File: src/rtl/uart_tx.sv
// Byte-serial 8N1 UART transmitter fed from a small holding FIFO.
// Latency: a byte accepted into an empty FIFO while idle starts its start bit one cycle later.
// Backpressure: din_ready drops while the FIFO holds FIFO_DEPTH bytes; din_valid is ignored then.

// Generic synchronous FIFO used as the transmitter's holding buffer.
// Latency: pop_dat shows the head combinationally; count updates on the edge after push/pop.
// Backpressure: push is ignored when full and pop is ignored when empty.
module uart_tx_fifo #(
  parameter int WIDTH = 8,
  parameter int DEPTH = 4
) (
  input  logic                     clk,
  input  logic                     reset,
  input  logic                     push,
  input  logic [WIDTH-1:0]         push_dat,
  input  logic                     pop,
  output logic [WIDTH-1:0]         pop_dat,
  output logic [$clog2(DEPTH):0]   count,
  output logic                     full,
  output logic                     empty
);
  localparam int AW = $clog2(DEPTH);
  localparam int CW = AW + 1;

  logic [WIDTH-1:0] mem [DEPTH];
  logic [AW-1:0]    wr_ptr;
  logic [AW-1:0]    rd_ptr;
  logic             push_ok;
  logic             pop_ok;

  assign full    = (count == CW'(DEPTH));
  assign empty   = (count == '0);
  assign push_ok = push && !full;
  assign pop_ok  = pop && !empty;
  assign pop_dat = mem[rd_ptr];

  // Storage array; contents are don't-care until written, so no reset.
  always_ff @(posedge clk) begin
    if (push_ok) begin
      mem[wr_ptr] <= push_dat;
    end
  end

  // Pointers wrap naturally because DEPTH is a power of two; count tracks occupancy.
  always_ff @(posedge clk) begin
    if (reset) begin
      wr_ptr <= '0;
      rd_ptr <= '0;
      count  <= '0;
    end else begin
      if (push_ok) begin
        wr_ptr <= wr_ptr + AW'(1);
      end
      if (pop_ok) begin
        rd_ptr <= rd_ptr + AW'(1);
      end
      case ({push_ok, pop_ok})
        2'b10:   count <= count + CW'(1);
        2'b01:   count <= count - CW'(1);
        default: count <= count;
      endcase
    end
  end

endmodule

module uart_tx #(
  parameter int CLKS_PER_BIT = 4,
  parameter int FIFO_DEPTH   = 4
) (
  input  logic                          clk,
  input  logic                          reset,
  input  logic [7:0]                    din,
  input  logic                          din_valid,
  output logic                          din_ready,
  output logic                          tx,
  output logic                          busy,
  output logic                          tx_done,
  output logic [$clog2(FIFO_DEPTH):0]   fifo_count
);
  localparam int              BW        = $clog2(CLKS_PER_BIT) + 1;
  localparam logic [BW-1:0]   BAUD_LAST = BW'(CLKS_PER_BIT - 1);

  typedef enum logic [1:0] {
    IDLE,
    START,
    DATA,
    STOP
  } state_t;

  state_t        state;
  logic [BW-1:0] baud_cnt;
  logic [2:0]    bit_cnt;
  logic [7:0]    shift_reg;

  logic          push;
  logic          pop;
  logic          bit_end;
  logic [7:0]    head;
  logic          fifo_full;
  logic          fifo_empty;

  assign din_ready = !fifo_full;
  assign push      = din_valid && din_ready;
  assign bit_end   = (baud_cnt == '0);
  // Pop either from idle or exactly at the end of a stop bit, so frames chain without a gap.
  assign pop       = !fifo_empty && ((state == IDLE) || ((state == STOP) && bit_end));

  uart_tx_fifo #(
    .WIDTH (8),
    .DEPTH (FIFO_DEPTH)
  ) u_fifo (
    .clk      (clk),
    .reset    (reset),
    .push     (push),
    .push_dat (din),
    .pop      (pop),
    .pop_dat  (head),
    .count    (fifo_count),
    .full     (fifo_full),
    .empty    (fifo_empty)
  );

  // Frame sequencer: all line-side outputs are registered here so tx never glitches.
  always_ff @(posedge clk) begin
    if (reset) begin
      state     <= IDLE;
      tx        <= 1'b1;
      busy      <= 1'b0;
      tx_done   <= 1'b0;
      baud_cnt  <= '0;
      bit_cnt   <= '0;
      shift_reg <= '0;
    end else begin
      tx_done <= 1'b0;
      case (state)
        IDLE: begin
          tx   <= 1'b1;
          busy <= 1'b0;
          if (pop) begin
            shift_reg <= head;
            baud_cnt  <= BAUD_LAST;
            state     <= START;
            tx        <= 1'b0;
            busy      <= 1'b1;
          end
        end

        START: begin
          if (bit_end) begin
            baud_cnt <= BAUD_LAST;
            bit_cnt  <= '0;
            state    <= DATA;
            tx       <= shift_reg[0];
          end else begin
            baud_cnt <= baud_cnt - BW'(1);
          end
        end

        DATA: begin
          if (bit_end) begin
            baud_cnt  <= BAUD_LAST;
            shift_reg <= shift_reg >> 1;
            if (bit_cnt == 3'd7) begin
              state <= STOP;
              tx    <= 1'b1;
            end else begin
              bit_cnt <= bit_cnt + 3'd1;
              // Next bit is the one that becomes shift_reg[0] after this shift.
              tx      <= shift_reg[1];
            end
          end else begin
            baud_cnt <= baud_cnt - BW'(1);
          end
        end

        STOP: begin
          if (bit_end) begin
            tx_done <= 1'b1;
            if (pop) begin
              shift_reg <= head;
              baud_cnt  <= BAUD_LAST;
              state     <= START;
              tx        <= 1'b0;
            end else begin
              state <= IDLE;
              busy  <= 1'b0;
              tx    <= 1'b1;
            end
          end else begin
            baud_cnt <= baud_cnt - BW'(1);
          end
        end

        default: begin
          state <= IDLE;
          tx    <= 1'b1;
          busy  <= 1'b0;
        end
      endcase
    end
  end

endmodule

File: config.mk
export PLATFORM = sky130hd
export DESIGN_NAME = uart_tx
export DESIGN_NICKNAME = d
export VERILOG_FILES = /design/src/rtl/uart_tx.sv
export SDC_FILE = /design/constraint.sdc
export NUM_CORES = 1
export LEC_CHECK = 0
export BUFFER_PORTS_ARGS = -buffer_cell sky130_fd_sc_hd__buf_2
export CAP_MARGIN = 5
export CORE_UTILIZATION = 45
export DETAILED_ROUTE_END_ITERATION = 8
export GPL_TIMING_DRIVEN = 0
export PLACE_DENSITY = 0.67
export SLEW_MARGIN = 0
export SYNTH_ARGS = -nofsm -noshare
export SYNTH_HDL_FRONTEND = slang
export SYNTH_HIERARCHICAL = 1
export SYNTH_SLANG_ARGS = --single-unit
export TNS_END_PERCENT = 30
File: constraint.sdc
create_clock -name clk -period 2.5 [get_ports clk]
set_clock_uncertainty 0.05 [all_clocks]
set_input_delay 0.5 -clock clk [delete_from_list [all_inputs] [get_ports clk]]
set_output_delay 0.5 -clock clk [all_outputs]
set_load 0.02 [all_outputs]
# Word-level counts from Yosys, hierarchy flattened
# Memory sizes are Yosys's and may differ from the RTL's. A register that Yosys moved wholly into a read port is not among the register bits.
# Index checks and enable logic that the tools add are counted.
[totals] regBits=26 elab_cells=89 mem_bits_rw=32 mem_count=1
[classes] addsub=6 mux=35 bitwise=1 n_eq_ne=14 reduce_logical=22
[memory_table] memory="u_fifo.mem" words=4 word_bits=8 rd=1 rd_clocked_by_memory_dff=1 write_ports=1 line="25" text="logic [WIDTH-1:0] mem [DEPTH];"
[op_table] cell="8-bit 2-to-1 mux" count=3
[op_table] cell="8-bit case mux with 3 select lines" count=1
[op_table] cell="3-bit 2-to-1 mux" count=6
[op_table] cell="2-bit 2-to-1 mux" count=7
[op_table] cell="1-bit 2-to-1 mux" count=12
[op_table] cell="2-bit != test (second input constant)" count=6
[op_table] cell="3-bit case mux with 2 select lines" count=2
[op_table] cell="3-bit case mux with 3 select lines" count=1
[op_table] cell="3-bit AND reduction" count=3
[op_table] cell="2-bit case mux with 4 select lines" count=1
[op_table] cell="3-bit by 1-bit adder with 3-bit output (second input constant)" count=2
[op_table] cell="2-bit equality test (second input constant)" count=3
[op_table] cell="3-bit equality test (second input constant)" count=2
[op_table] cell="3-bit logical NOT" count=2
[op_table] cell="2-bit nonzero test" count=3
[op_table] cell="3-bit by 1-bit subtractor with 3-bit output (second input constant)" count=2
[op_table] cell="1-bit logical AND" count=5
[op_table] cell="5-bit AND reduction" count=1
[op_table] cell="2-bit by 1-bit adder with 2-bit output (second input constant)" count=2
[op_table] cell="2-bit by 1-bit equality test with 1-bit output (second input constant)" count=2
[op_table] cell="1-bit case mux with 4 select lines" count=1
[op_table] cell="4-bit AND reduction" count=1
[op_table] cell="2-bit OR reduction" count=2
[op_table] cell="3-bit nonzero test" count=1
[op_table] cell="other kinds (6)" count=7

# Depth between registers and ports, before layout
[depth] word_depth=7 depth_mapped=13 mapped_depth_nobuf=13

# Cells and area by module
# The synthesis kept the hierarchy.
[by_module_without_submodules] mod="uart_tx_fifo" cells_each=96 area_per_inst_um2=1630.3 instances=1 seq_area_each_um2=1141.1
[by_module_without_submodules] mod="uart_tx" cells_each=129 area_per_inst_um2=1113.6 instances=1 seq_area_each_um2=380.4

# Worst setup path before layout
# No wires, ideal clock.
[synth_timing] kind="reg-to-reg" startpoint="register state[1]" endpoint="register u_fifo.count[2]" slack_ps=17 path_buffers=0 arrival_ps=2363 required_time_ps=2380 path_stages_with_launch=13 cell_sequence="dfxtp_1 ha_1 nand3b_1 a21o_1 inv_1 o31ai_1 inv_1 ha_1 inv_1 fa_1 xor2_1 or3_1 a21oi_1"
[synth_via] elab_chain_cells=7
[synth_rtl] item="start: declaration" line="91" text="state_t state;"
[synth_rtl] item="start signal: assignment" line="127" text="state <= IDLE;"
[synth_rtl] item="start signal: assignment" line="143" text="state <= START;"
[synth_rtl] item="start signal: assignment" line="153" text="state <= DATA;"
[synth_rtl] item="2-bit equality test" line="107" text="assign pop = !fifo_empty && ((state == IDLE) || ((state == STOP) && bit_end));"
[synth_rtl] item="1-bit logical AND" line="107"
[synth_rtl] item="1-bit logical OR *" line="107"
[synth_rtl] item="1-bit logical AND *" line="107"
[synth_rtl] item="via pop" line="97" text="logic pop;"
[synth_rtl] item="1-bit logical AND *" line="34" text="assign pop_ok = pop && !empty;"
[synth_rtl] item="via u_fifo.pop_ok" line="29" text="logic pop_ok;"
[synth_rtl] item="2-bit by 1-bit equality test with 1-bit output or 2-bit equality test (tied branches)" line="57" text="case ({push_ok, pop_ok})"
[synth_rtl] item="3-bit case mux with 2 select lines or 2-bit nonzero test (tied branches)"
[synth_rtl] item="end signal: assignment" line="58" text="2'b10: count <= count + CW'(1);"
[synth_rtl] item="end signal: assignment" line="59" text="2'b01: count <= count - CW'(1);"
[synth_rtl] item="end signal: assignment" line="60" text="default: count <= count;"
[synth_rtl] item="end: declaration" line="18" text="output logic [$clog2(DEPTH):0] count,"
# The timed path passes the listed nets; every way through them passes the cells marked *.
# A chain may end at the register's enable or synchronous reset.

# Worst setup path in the final report
[layout_timing] startpoint="register state[0]" endpoint="register u_fifo.count[2]"
# The elaborated chain is that of the path after synthesis.

==> flow_summary.toml <==
[die]
initial_utilization = 0.466
die_y_um = 80.1
die_x_um = 80.1
ioPinCount = 18
die_area_um2 = 6410
rows = 28
core-area_um2 = 5890

[route]
avgRoutedWirePerCell_um = 14.5
drcViolationCount = 0
final_antenna_net_count = 0
routed_wl_mm = 5.02
num_vias = 1769
viasPerCell = 5.11
initialDrtViolationCount = 71
dr.pass1.iters = 6

[yosys]
ys.flop_type = "edfxtp_1"
synthDistinctLibCells = 38
synth_cells = 225
synth_edf_count = 32
synth-seq-cells = 60
async_flop_share = 0
synth_fp_nets = 251
ys_seq_area_frac = 0.554
avgSynthCellArea_um2 = 12.2
yosys_warnings = 6
syn_area_um2 = 2740

[pwr]
total_power_mw = 4.01
power_density_nw_per_um2 = 1210
power_leakage_nw = 1.24
peakVddDrop_mv = 0.600

[global_route]
antenna_found_initial = 0
track_usage = 0.177
grt_max_degree = 13
grt_pass1_vias = 1721
grt_pass1_wl_mm = 8.17
grt_remaining_overflow = 0

[setup_path]
end_kind = "flip-flop"
path_max_fanout = 4
cp-startpoint = "state[0]"
critical_path_class = "reg2reg"
crit_path_start_kind = "flip-flop"
critPathArrivalTime_ps = 2630
crit_required_ps = 2710
timing.rr.start = "state[0]"

[clock_network]
clk_latency_ps = 330
cts-hold-fix-buffers = 0
cts_tree = "built"
cts_buffers = 9
clockBufferDepth = 2
cts_sinks = 60
root_buffer = "clkbuf_8"
path_clk_slew_ps = 80
htree_levels = 3

[place]
hpwlAfterDp_mm = 3.28
dp_cells = 316
routabilityCongestion = 0.769
portBuffers = 16

[layout]
syn_to_final_growth_pct = 21.3
layout_commonest_cell = "edfxtp_1"
fillers = 520
regArea_um2 = 1530
multiInputGateArea_um2 = 1160
layout_common_cells = "edfxtp_1, dfxtp_1, inv_1"
layout-drive-gt1-share = 0.321
fin_cells = 346
diodes = 0
largest_reg_flops = 32
fin_nets = 292

[sta]
worstMarginPinSlew_ps = 609
maxSlewHeadroom = 0.591
fin_crit_ps = 2430
finalCritPeriodShare = 0.970
drv_slew = 0
max_freq_mhz = 412
hold_violations = 0
setup_viol = 0
rsz0062_at_grt = "yes"

[job]
maxCapViolations = 0

[min_path]
hold_start = "din[3]"
min_path_type = "in2reg"

[run_status]
status = "finished clean"
==> per-layer routing <==
layer	vias to the layer above	track usage	share of wire
met5	-	0	0
met1	844	0.212	0.44
met3	5	0.0670	0.035
met2	25	0.284	0.51
met4	0	0.0750	0.013
li1	895	-	-
==> cell type report <==
| cell class | instances | area share |
|---|---|---|
| Inverter | 25 | 0.0297 |
| Sequential cell | 60 | 0.461 |
| Clock inverter | 7 | 0.0297 |
| Buffer | 8 | 0.0116 |
| Tap cell | 75 | 0.0282 |
| Multi-Input combinational cell | 132 | 0.347 |
| Clock buffer | 9 | 0.0372 |
| Timing Repair Buffer | 30 | 0.0556 |
==> stage by stage <==
step | setup WS (ps) | hold WS (ps) | utilization | setup TNS [ps] | instance area, µm²
global route | -67.2 | 315 | 0.566 | -67.2 | 3330
global placement | -275 | 392 | 0.496 | -322 | 2920
CTS | 6.39 | 317 | 0.546 | 0 | 3210
floorplan | 17.2 | 380 | - | 0 | 2740
finish | 74.0 | 333 | 0.566 | 0 | 3330
detailed placement | -320 | 395 | 0.496 | -409 | 2920
==> cells in the mapped netlist, types with 4 or more instances <==
cell | n | area (µm²)
nor3_1 | 4 | 20.0
and2_1 | 4 | 25.0
mux2_2 | 7 | 78.8
a211oi_1 | 16 | 120
edfxtp_1 | 32 | 961
inv_1 | 25 | 93.8
ha_1 | 14 | 175
or3_1 | 5 | 31.3
mux4_2 | 8 | 180
nand2_1 | 4 | 15.0
nand2b_1 | 5 | 31.3
o21ai_0 | 7 | 35.0
dfxtp_1 | 28 | 561
a21oi_1 | 11 | 55.1
nor2_1 | 17 | 63.8
==> path summary, 6_finish.rpt <==
check | slack, ps | end | depth (start not counted)
setup / recovery | 70 | u_fifo/count[2] | 12
setup reg to reg | 70 | u_fifo/count[2] | 12
hold / removal | 330 | u_fifo/mem[0][3] | 1
hold reg to reg | 410 | shift_reg[4] | 2
==> critical path, stage by stage, from the launching register on <==
cell	delay, ps
dfxtp_4	390
ha_4	150
nand3b_1	90
a21o_1	210
inv_2	110
o31ai_4	90
inv_1	70
ha_2	180
inv_2	40
fa_2	330
xor2_1	160
or3_1	360
a21oi_2	110
==> where the power goes <==
part	switching, mW	internal, mW	leakage [nW]	total [mW]
sequential	0.136	1.25	0.526	1.38
combinational	0.857	0.812	0.607	1.67
clock	0.397	0.566	0.110	0.963
total	1.39	2.62	1.24	4.01
==> timing repair <==
action                     CTS  global route
pin swaps                    4             7
gates resized for setup     16            12
setup buffers                3            11
setup endpoints to repair    2             1
==> kinds of logic (layout without fill, tap and decap cells) <==
kind of cell	Yosys count	in the layout	synth area share
muxes	18	18	0.105
xor gates and xnor gates	3	3	0.00958
adders and majority gates	15	15	0.0711
and+or+nand+nor	50	50	0.0985
DFF	60	60	0.554
AOI/OAI and AO/OA	46	46	0.113
buffers and inverters	33	79	0.0483
No activity file was read; power rests on OpenSTA's default activity.
